**config.mk**
```make
export PLATFORM = sky130hd
export DESIGN_NAME = register_input
export DESIGN_NICKNAME = d
export VERILOG_FILES = /design/src/rtl/regin_pkg.sv /design/src/rtl/regin_fifo.sv /design/src/rtl/register_input.sv
export SDC_FILE = /design/constraint.sdc
export NUM_CORES = 1
export LEC_CHECK = 0
export ABC_AREA = 1
export ABC_CLOCK_PERIOD_IN_PS = 1800
export BUFFER_PORTS_ARGS = -buffer_cell sky130_fd_sc_hd__buf_4
export CAP_MARGIN = 40
export CORE_ASPECT_RATIO = 0.5
export CORE_MARGIN = 4
export CORE_UTILIZATION = 55
export DETAILED_ROUTE_END_ITERATION = 16
export PLACE_DENSITY = 0.85
export RECOVER_POWER = 25
export REMOVE_ABC_BUFFERS = 1
export SLEW_MARGIN = 20
export SYNTH_ARGS = -nofsm -noshare
export SYNTH_HDL_FRONTEND = slang
export SYNTH_SLANG_ARGS = --single-unit
```
**constraint.sdc**
```tcl
create_clock -name clk -period 1.8 [get_ports clk]
set_input_delay 0.09 -clock clk [delete_from_list [all_inputs] [get_ports clk]]
set_output_delay 0.09 -clock clk [all_outputs]
set_load 0.1 [all_outputs]
```
**src/rtl/regin_pkg.sv**
```systemverilog
// Shared definitions for the input-port register: FSM states, port access codes, default depth.
package regin_pkg;
    localparam int         REGIN_DEPTH     = 4;
    localparam logic [7:0] PORT_WRITE_CODE = 8'hFF;
    localparam logic [7:0] PORT_READ_CODE  = 8'hFE;

    typedef enum logic [1:0] {
        IDLE = 2'd0,
        HOLD = 2'd1,
        ACK  = 2'd2
    } regin_state_t;
endpackage

```
**src/rtl/regin_fifo.sv**
```systemverilog
// Small power-of-two FIFO; head reads as zero while empty so the core's write mux sees a clean value.
module regin_fifo #(
    parameter int Psize = 8,
    parameter int Depth = 4
) (
    input  logic                     clk,
    input  logic                     Reset,
    input  logic                     push,
    input  logic                     pop,
    input  logic [Psize-1:0]         wdata,
    output logic [Psize-1:0]         head,
    output logic [$clog2(Depth):0]   count,
    output logic                     full,
    output logic                     empty
);
    localparam int AW = $clog2(Depth);
    localparam int CW = AW + 1;

    logic [Psize-1:0] mem [Depth];
    logic [AW-1:0]    wr_ptr, rd_ptr;
    logic             do_push, do_pop;

    assign full    = (count == CW'(Depth));
    assign empty   = (count == '0);
    assign do_push = push && !full;
    assign do_pop  = pop && !empty;
    assign head    = empty ? '0 : mem[rd_ptr];

    // Storage needs no reset; validity is tracked by count alone.
    always_ff @(posedge clk) begin
        if (do_push)
            mem[wr_ptr] <= wdata;
    end

    always_ff @(posedge clk) begin
        if (Reset) begin
            wr_ptr <= '0;
            rd_ptr <= '0;
            count  <= '0;
        end else begin
            if (do_push) wr_ptr <= wr_ptr + AW'(1);
            if (do_pop)  rd_ptr <= rd_ptr + AW'(1);
            case ({do_push, do_pop})
                2'b10:   count <= count + CW'(1);
                2'b01:   count <= count - CW'(1);
                default: count <= count;
            endcase
        end
    end
endmodule

```
**src/rtl/register_input.sv**
```systemverilog
// Input-port register: 4-phase strobe/ack receiver feeding a FIFO popped by ALURes==ReadCode.
// Optional macro REGIN_SYNC_EN adds a 2-flop synchroniser on InStrobe.
module register_input
    import regin_pkg::*;
#(
    parameter int               Psize    = 8,
    parameter int               Depth    = REGIN_DEPTH,
    parameter logic [Psize-1:0] ReadCode = Psize'(PORT_READ_CODE)
) (
    input  logic                   clk,
    input  logic                   Reset,
    input  logic [Psize-1:0]       InData,
    input  logic                   InStrobe,
    output logic                   InAck,
    input  logic [Psize-1:0]       ALURes,
    output logic [Psize-1:0]       RegOut,
    output logic                   DataValid,
    output logic [$clog2(Depth):0] Count
);
    regin_state_t state, state_nxt;
    logic         s, push, pop, full, empty;

`ifdef REGIN_SYNC_EN
    logic [1:0] sync_q;
    always_ff @(posedge clk) begin
        if (Reset) sync_q <= '0;
        else       sync_q <= {sync_q[0], InStrobe};
    end
    assign s = sync_q[1];
`else
    assign s = InStrobe;
`endif

    assign pop       = (ALURes == ReadCode);
    assign DataValid = !empty;

    // Full test uses pre-edge occupancy, so a same-cycle pop never unblocks a push.
    always_comb begin
        state_nxt = state;
        push      = 1'b0;
        case (state)
            IDLE: if (s) begin
                if (!full) begin
                    push      = 1'b1;
                    state_nxt = ACK;
                end else begin
                    state_nxt = HOLD;
                end
            end
            HOLD: if (!full) begin
                push      = 1'b1;
                state_nxt = ACK;
            end
            ACK:  if (!s) state_nxt = IDLE;
            default: state_nxt = IDLE;
        endcase
    end

    always_ff @(posedge clk) begin
        if (Reset) begin
            state <= IDLE;
            InAck <= 1'b0;
        end else begin
            state <= state_nxt;
            InAck <= (state_nxt == ACK);
        end
    end

    regin_fifo #(.Psize(Psize), .Depth(Depth)) u_fifo (
        .clk   (clk),
        .Reset (Reset),
        .push  (push),
        .pop   (pop),
        .wdata (InData),
        .head  (RegOut),
        .count (Count),
        .full  (full),
        .empty (empty)
    );
endmodule
```
==> impl_metrics.py, run 1 <==
metrics = {
    "clock_tree": {
        "clk_latency_ps": 290,
        "htreeDepth": 2,
        "cts-root-buf": "clkbuf_8",
        "cts.sinks": 44,
        "clk_pin_slew_ps": 80,
        "postCtsSetupRepairBufs": 0,
        "numCtsBuffers": 5,
        "cts_tree": "built",
        "cts_buffer_depth": 2,
    },
    "global_routing": {
        "grt_pass1_wl_um": 6260,
        "grt_pass1_vias": 1375,
        "grt_max_degree": 17,
        "grt_use_total": 0.176,
        "antenna_found_initial": 0,
        "grt-ovfl-total": 0,
    },
    "power_and_ir_drop": {
        "power_leakage_uw": 0.000988,
        "vdd_drop_max_uv": 572,
        "power_density_nw_per_um2": 951,
    },
    "floorplanning": {
        "row_count": 14,
        "initial_core_util": 0.608,
        "die_area_um2": 4600,
        "die_w_um": 92.0,
        "die_y_um": 50.0,
        "core-area_um2": 3190,
        "ios": 32,
    },
    "synth": {
        "seq_area_frac_synth": 0.619,
        "synth_area_leaders": "edfxtp_1 (50%), dfxtp_1 (12%), nor2_1 (6.2%)",
        "ys_async_sr_fraction": 0,
        "synth_top_cells_by_count": "edfxtp_1 (32), nor2_1 (32), inv_1 (21)",
        "yosysUniqueCellTypes": 22,
        "yosysTopAreaCell": "edfxtp_1",
        "synthesis.area_um2": 1940,
        "synth_enable_flop_cells": 32,
        "dominantRegCellSynth": "edfxtp_1",
        "postSynthAreaPerCell_um2": 10.5,
        "synth-seq-cells": 44,
        "yosysWarningCount": 0,
        "synth_top_area_frac": 0.495,
        "synthCells": 184,
    },
    "sta": {
        "period_share": 0.982,
        "relSlewSlack": 0.787,
        "post-route-min-period_ps": 1770,
        "fmax_ghz": 0.566,
        "finalSetupTns_ps": 0,
        "hold_viol_final": 0,
        "tightest_slew_ps": 319,
        "finalClockSkew_ps": 9.78,
        "setup_viol_count_final": 0,
        "drv_slew": 0,
    },
    "worst_setup_path": {
        "timing.rr.end": "u_fifo.count[2]",
        "timing.critical_path.buf_inv": 3,
        "ff2ff_path_depth": 11,
        "rrSetupSlack_ps": 30,
        "cp-end-kind": "register",
        "worstPathArrival_ps": 1950,
        "critPathTopFamily": "adder cells",
        "r2r_start": "u_fifo.count[2]",
        "worstPathMaxFanout": 4,
        "crit_chain": "inv_2 -> nand2_2 -> nand2_1 -> inv_1 -> ha_2 -> inv_2 -> fa_2 -> nand2_1 -> nand3_2 -> o21ai_1 -> a21oi_1",
        "max_stage_delay_ps": 380,
        "setup.worst_path.class": "reg -> reg",
        "cp-start-kind": "register",
        "crit_path_top_delay_cell": "dfxtp_4",
        "required_ps": 1980,
    },
    "route": {
        "post-route-drc-count": 0,
        "wl_um": 3800,
        "wl_per_cell_um": 13.4,
        "drtAntennaViolNets": 0,
        "drt-initial-drc-count": 95,
        "firstDrtPassIters": 4,
        "via_count": 1386,
        "viasPerCell": 4.90,
    },
    "cells_and_area": {
        "fillers": 215,
        "multi_input_area_um2": 621,
        "instances_no_fill": 283,
        "final_core_util": 0.769,
        "drive_gt1_frac": 0.294,
        "nets": 259,
        "syn2layout_area_growth_pct": 26.4,
        "final_area_um2": 2450,
        "diodes": 0,
        "regArea_um2": 1210,
    },
    "hold_path": {
        "holdPathEnd": "u_fifo.rd_ptr[0]",
        "hold_depth": 3,
        "hold_class": "in -> reg",
        "holdCritStartpoint": "Reset",
    },
    "placement": {
        "post_dp_cell_area_um2": 2260,
        "hpwl_um": 2470,
        "io_buffers": 31,
        "dp_cells": 267,
        "gp_congestion": 0.897,
    },
    "status": {
        "status": "finished clean",
    },
    "run": {
        "max-cap-violations": 0,
    },
}
-- sequential cells by signal, summed over array words and instances, names as in the netlist, named ones only --
register       cells
u_fifo.wr_ptr      2
state              2
u_fifo.count       3
u_fifo.mem        32
InAck              1
u_fifo.rd_ptr      2
-- layer usage --
layer  global-route usage  up-vias  share of wire
met5                    0        -              0
met4               0.0296        0         0.0071
met3               0.0593        5          0.058
met2                0.316       29           0.51
met1                0.210      642           0.43
li1                     -      710              -
-- where the power goes --
| group | internal [µW] | leakage [µW] | switching [µW] |
|---|---|---|---|
| Clock | 404 | 0.0000532 | 322 |
| Combinational | 122 | 0.000542 | 337 |
| Sequential | 1130 | 0.000393 | 19.7 |
| Total | 1650 | 0.000988 | 678 |
-- stage by stage --
step                total power [µW]  hold WS, ps  setup WS (ps)
floorplan                       1490          189          -1580
global placement                1610          289            134
detailed placement              1620          294           21.1
CTS                             2330         3.69           7.72
global route                    2440         85.4          -82.1
finish                          2330         92.4           32.4
-- how the worst max path moves through the flow --
stage	depth (start not counted)	endpoint	start	slack [ps]
3_3_place_gp	10	u_fifo.count[2]	u_fifo.count[1]	130
3_5_place_dp	13	u_fifo.count[2]	ALURes[0]	20
4_1_cts	11	u_fifo.count[2]	u_fifo.count[1]	8
2_1_floorplan	4	RegOut[0]	u_fifo.count[2]	-1580
5_1_grt	11	u_fifo.count[2]	u_fifo.count[2]	-80
6_report	11	u_fifo.count[2]	u_fifo.count[2]	30
-- worst register-to-register path, stage by stage, from the launching register on --
cell and delay, ps:
dfxtp_4 380, inv_2 60, nand2_2 70, nand2_1 80, inv_1 70, ha_2 180
inv_2 50, fa_2 340, nand2_1 110, nand3_2 100, o21ai_1 170, a21oi_1 60
-- area by class of cell --
cell class,instances,share of cell area
Sequential cell,44,0.494
Multi-Input combinational cell,113,0.253
Timing Repair Buffer,47,0.150
Inverter,23,0.0352
Clock buffer,5,0.0281
Tap cell,48,0.0245
Clock inverter,3,0.0153
-- what timing repair did --
action / 4_1_cts / 5_1_grt
hold buffers: 6 / 2
hold endpoints to repair: 21 / 8
gates resized for setup: 0 / 13
endpoints found under the setup margin: 0 / 6
-- placed cells by master, fill, tap and decap left out, drive strengths merged --
cell,synthesis,final
nand3,2,2
bufinv,0,1
clkbuf,0,11
nor3,1,1
a211oi,2,2
a21oi,14,14
dlygate4sd3,0,8
fa,1,1
ha,5,5
edfxtp,32,32
o21ai,22,22
inv,23,23
buf,4,33
dfxtp,12,12
and2,2,2
nand2,16,16
clkinv,0,2
nor2,48,48
-- cell families (layout without fill, tap and decap cells) --
logic type,count (synthesis),after routing,synth area share
AND/OR/NAND/NOR,69,69,0.169
flip-flops,44,44,0.619
buffers and inverters,27,78,0.0684
AO/OA/AOI/OAI,38,38,0.101
adder cells (fa/ha/maj),6,6,0.0426
Note: power is estimated with default switching activity, not from simulation.
==> run 2: changes to the inputs <==
Settings changed: HOLD_SLACK_MARGIN set to 0.03, RECOVER_POWER 25 to not set, SYNTH_HIERARCHICAL set to 1.
==> run 2 against run 1 <==
  * The flow now finishes with violations (negative setup slack)
  * Synthesized area decreased by 0.19%
  * First-iteration DRC count increased by 12%
  * Wire length increased by 4.7%
  * Global-route usage increased by 0.88 points
  * Register-to-register slack got worse by 30 ps
  * Power decreased by 2.5%
  * Synthesized cell count increased by 5.4%
  * Combinational power increased by 23%
  * Clock power decreased by 24%
  * Die area decreased by 0.17%
  * Utilization increased by 3.1 points
  * Critical endpoint is now u_fifo/count[2]
  * Largest power group unchanged
==> impl_metrics.py, run 2 <==
metrics = {
    "status": {
        "status": "finished, violations left",
        "failed_checks": "negative setup slack",
    },
    "synth": {
        "synth_compound_area_frac": 0.0698,
        "synth_area_leaders": "edfxtp_1 (50%), dfxtp_1 (12%), nand2_1 (8.7%)",
        "synthMuxAreaShare": 0,
        "synth_top_cells_by_count": "nand2_1 (45), edfxtp_1 (32), nor2_1 (31)",
        "synth_top_family_by_area": "simple AND/OR/NAND/NOR gates",
        "synth_xor_area_frac": 0,
        "synth_enable_flop_cells": 32,
        "yosysMostFrequentCell": "nand2_1",
        "ys_async_sr_fraction": 0,
        "yosysWarningCount": 6,
        "synth-seq-cells": 44,
        "yosysTopAreaCell": "edfxtp_1",
        "synth-simple-area-share": 0.187,
        "dominantRegCellSynth": "edfxtp_1",
        "synth_top_area_frac": 0.496,
        "seq_area_frac_synth": 0.621,
        "synthCells": 194,
        "yosysUniqueCellTypes": 21,
        "synthesis.area_um2": 1940,
        "postSynthAreaPerCell_um2": 9.98,
        "synthAdderAreaFrac": 0.0427,
    },
    "route": {
        "drt-initial-drc-count": 106,
        "viasPerCell": 4.93,
        "drtAntennaViolNets": 0,
        "via_count": 1498,
        "post-route-drc-count": 0,
        "wl_per_cell_um": 13.1,
        "firstDrtPassIters": 4,
        "wl_um": 3980,
    },
    "worst_setup_path": {
        "worstPathMaxFanout": 3,
        "worstPathArrival_ps": 1990,
        "setup.worst_path.class": "reg -> reg",
        "r2r_start": "u_fifo/count[1]",
        "crit_path_top_delay_cell": "fa_2",
        "rrSetupSlack_ps": -0.02,
        "max_stage_delay_ps": 370,
        "timing.critical_path.buf_inv": 5,
        "required_ps": 1990,
        "cp-start-kind": "register",
        "ff2ff_path_depth": 15,
        "cp-end-kind": "register",
        "crit_chain": "inv_2 -> nand3_2 -> inv_2 -> nor2_4 -> o21a_1 -> nand2_2 -> ha_4 -> inv_4 -> fa_2 -> inv_2 -> nand2_2 -> nand3_2 -> nand2_1 -> inv_1 -> nor2_1",
        "timing.rr.end": "u_fifo/count[2]",
        "cpMostUsedCell": "inv_2",
        "critPathTopFamily": "adder cells",
    },
    "power_and_ir_drop": {
        "power_leakage_uw": 0.00112,
        "power_density_nw_per_um2": 892,
        "comb_power_share": 0.248,
        "p_sw_uw": 704,
        "power_switching_share": 0.310,
        "vdd_drop_max_uv": 555,
        "pwr-share-clk": 0.243,
        "p_int_uw": 1570,
        "pwr-share-seq": 0.509,
        "finalPower_uw": 2270,
    },
    "floorplanning": {
        "ios": 32,
        "core-area_um2": 3190,
        "row_count": 14,
        "initial_core_util": 0.607,
        "die_area_um2": 4590,
        "die_y_um": 50.0,
        "die_w_um": 91.9,
    },
    "cells_and_area": {
        "final_area_um2": 2550,
        "layout_commonest_cell": "buf_4",
        "drive_gt1_frac": 0.320,
        "largest_reg_flops": 32,
        "regMostFlops": "u_fifo/mem",
        "final_core_util": 0.800,
        "layout_common_cells": "buf_4 (48), nand2_1 (42), edfxtp_1 (32)",
        "reg_top3": "u_fifo/mem: 32 flops, u_fifo/count: 3 flops",
        "diodes": 0,
        "syn2layout_area_growth_pct": 31.7,
        "nets": 281,
        "fillers": 217,
    },
    "clock_tree": {
        "numCtsBuffers": 5,
        "cts-root-buf": "clkbuf_8",
        "cts_buffer_depth": 2,
        "cts_tree": "built",
        "clk_latency_ps": 290,
        "htreeDepth": 2,
        "cts.sinks": 44,
        "clk_pin_slew_ps": 70,
    },
    "sta": {
        "tightest_slew_ps": 476,
        "finalSetupTns_ps": -0.0189,
        "finalClockSkew_ps": 3.59,
        "drv_slew": 0,
        "setup_viol_count_final": 1,
        "post-route-min-period_ps": 1800,
        "fmax_ghz": 0.556,
        "rsz0062_at_grt": "true",
        "whs_ps": 123,
        "hold_viol_final": 0,
        "relSlewSlack": 0.682,
        "fin_ws_ps": -0.0189,
        "period_share": 1.00,
    },
    "global_routing": {
        "antenna_found_initial": 0,
        "grt_pass1_wl_um": 6440,
        "grt_use_total": 0.185,
        "grt_max_degree": 18,
        "grt_pass1_vias": 1473,
        "grt-ovfl-total": 0,
    },
    "hold_path": {
        "holdCritStartpoint": "Reset",
        "holdPathEnd": "state[0]",
        "hold_depth": 3,
        "hold_class": "in -> reg",
    },
    "placement": {
        "post_dp_cell_area_um2": 2290,
        "hpwl_um": 2510,
        "gp_congestion": 0.856,
        "io_buffers": 31,
    },
    "run": {
        "max-cap-violations": 0,
    },
}
## run 2: repair_timing
item                       4_1_cts  5_1_grt
buffers inserted                 0        4
pin swaps                        0        8
hold buffers                     8        0
hold endpoints to repair        32        0
setup endpoints to repair        2        4
gates resized for setup          8       16
## run 2: final cells by class
class / instances / area [µm²] / area share
Sequential cell: 44 / 1200 / 0.472
Multi-Input combinational cell: 121 / 631 / 0.247
Timing Repair Buffer: 59 / 474 / 0.186
Inverter: 25 / 104 / 0.0407
Clock buffer: 6 / 72.6 / 0.0285
Tap cell: 48 / 60.1 / 0.0236
Clock inverter: 1 / 5.00 / 0.00196
## run 2: how the worst max path moves through the flow
stage                                from               to  slack, ps  depth (start not counted)
after floorplan           u_fifo/count[0]        RegOut[0]      -1280                          4
after detailed placement  u_fifo/count[1]  u_fifo/count[2]        -90                         15
after global routing      u_fifo/count[2]  u_fifo/count[2]       -120                         13
after global placement    u_fifo/count[1]  u_fifo/count[2]         30                         15
final                     u_fifo/count[1]  u_fifo/count[2]      -0.02                         15
after CTS                 u_fifo/count[0]  u_fifo/count[2]          2                         14
## run 2: layer usage
| metal | wire [µm] | track usage | vias to the layer above | part of all wire |
|---|---|---|---|---|
| met5 | 0 | 0 | - | 0 |
| met4 | 61 | 0.101 | 0 | 0.015 |
| li1 | - | - | 751 | - |
| met2 | 2200 | 0.351 | 42 | 0.55 |
| met3 | 232 | 0.0395 | 4 | 0.058 |
| met1 | 1480 | 0.192 | 701 | 0.37 |
## run 2: tightest hold or removal path, cell delays in order
cell	delay, ps
buf_4	80
o21bai_1	140
nor2_1	60
## run 2: power groups by stage
stage / Sequential, µW / Clock, µW / Combinational [µW]
after floorplan: 1220 / 0 / 304
after global placement: 1170 / 0 / 508
after detailed placement: 1180 / 0 / 519
after CTS: 1150 / 563 / 542
after global routing: 1160 / 629 / 595
final: 1160 / 554 / 564
## run 2: logic make-up (layout without fill, tap and decap cells)
| logic type | count (synthesis) | after routing |
|---|---|---|
| buffers and inverters | 29 | 91 |
| AND/OR/NAND/NOR | 89 | 89 |
| AO/OA/AOI/OAI | 26 | 26 |
| adder cells (fa/ha/maj) | 6 | 6 |
| flip-flops | 44 | 44 |
## run 2: stage by stage
stage,worst slack (ps),std cells
floorplan,-1280,190
global placement,25.7,285
detailed placement,-87.9,285
CTS,1.58,300
global route,-121,304
finish,-0.0189,304
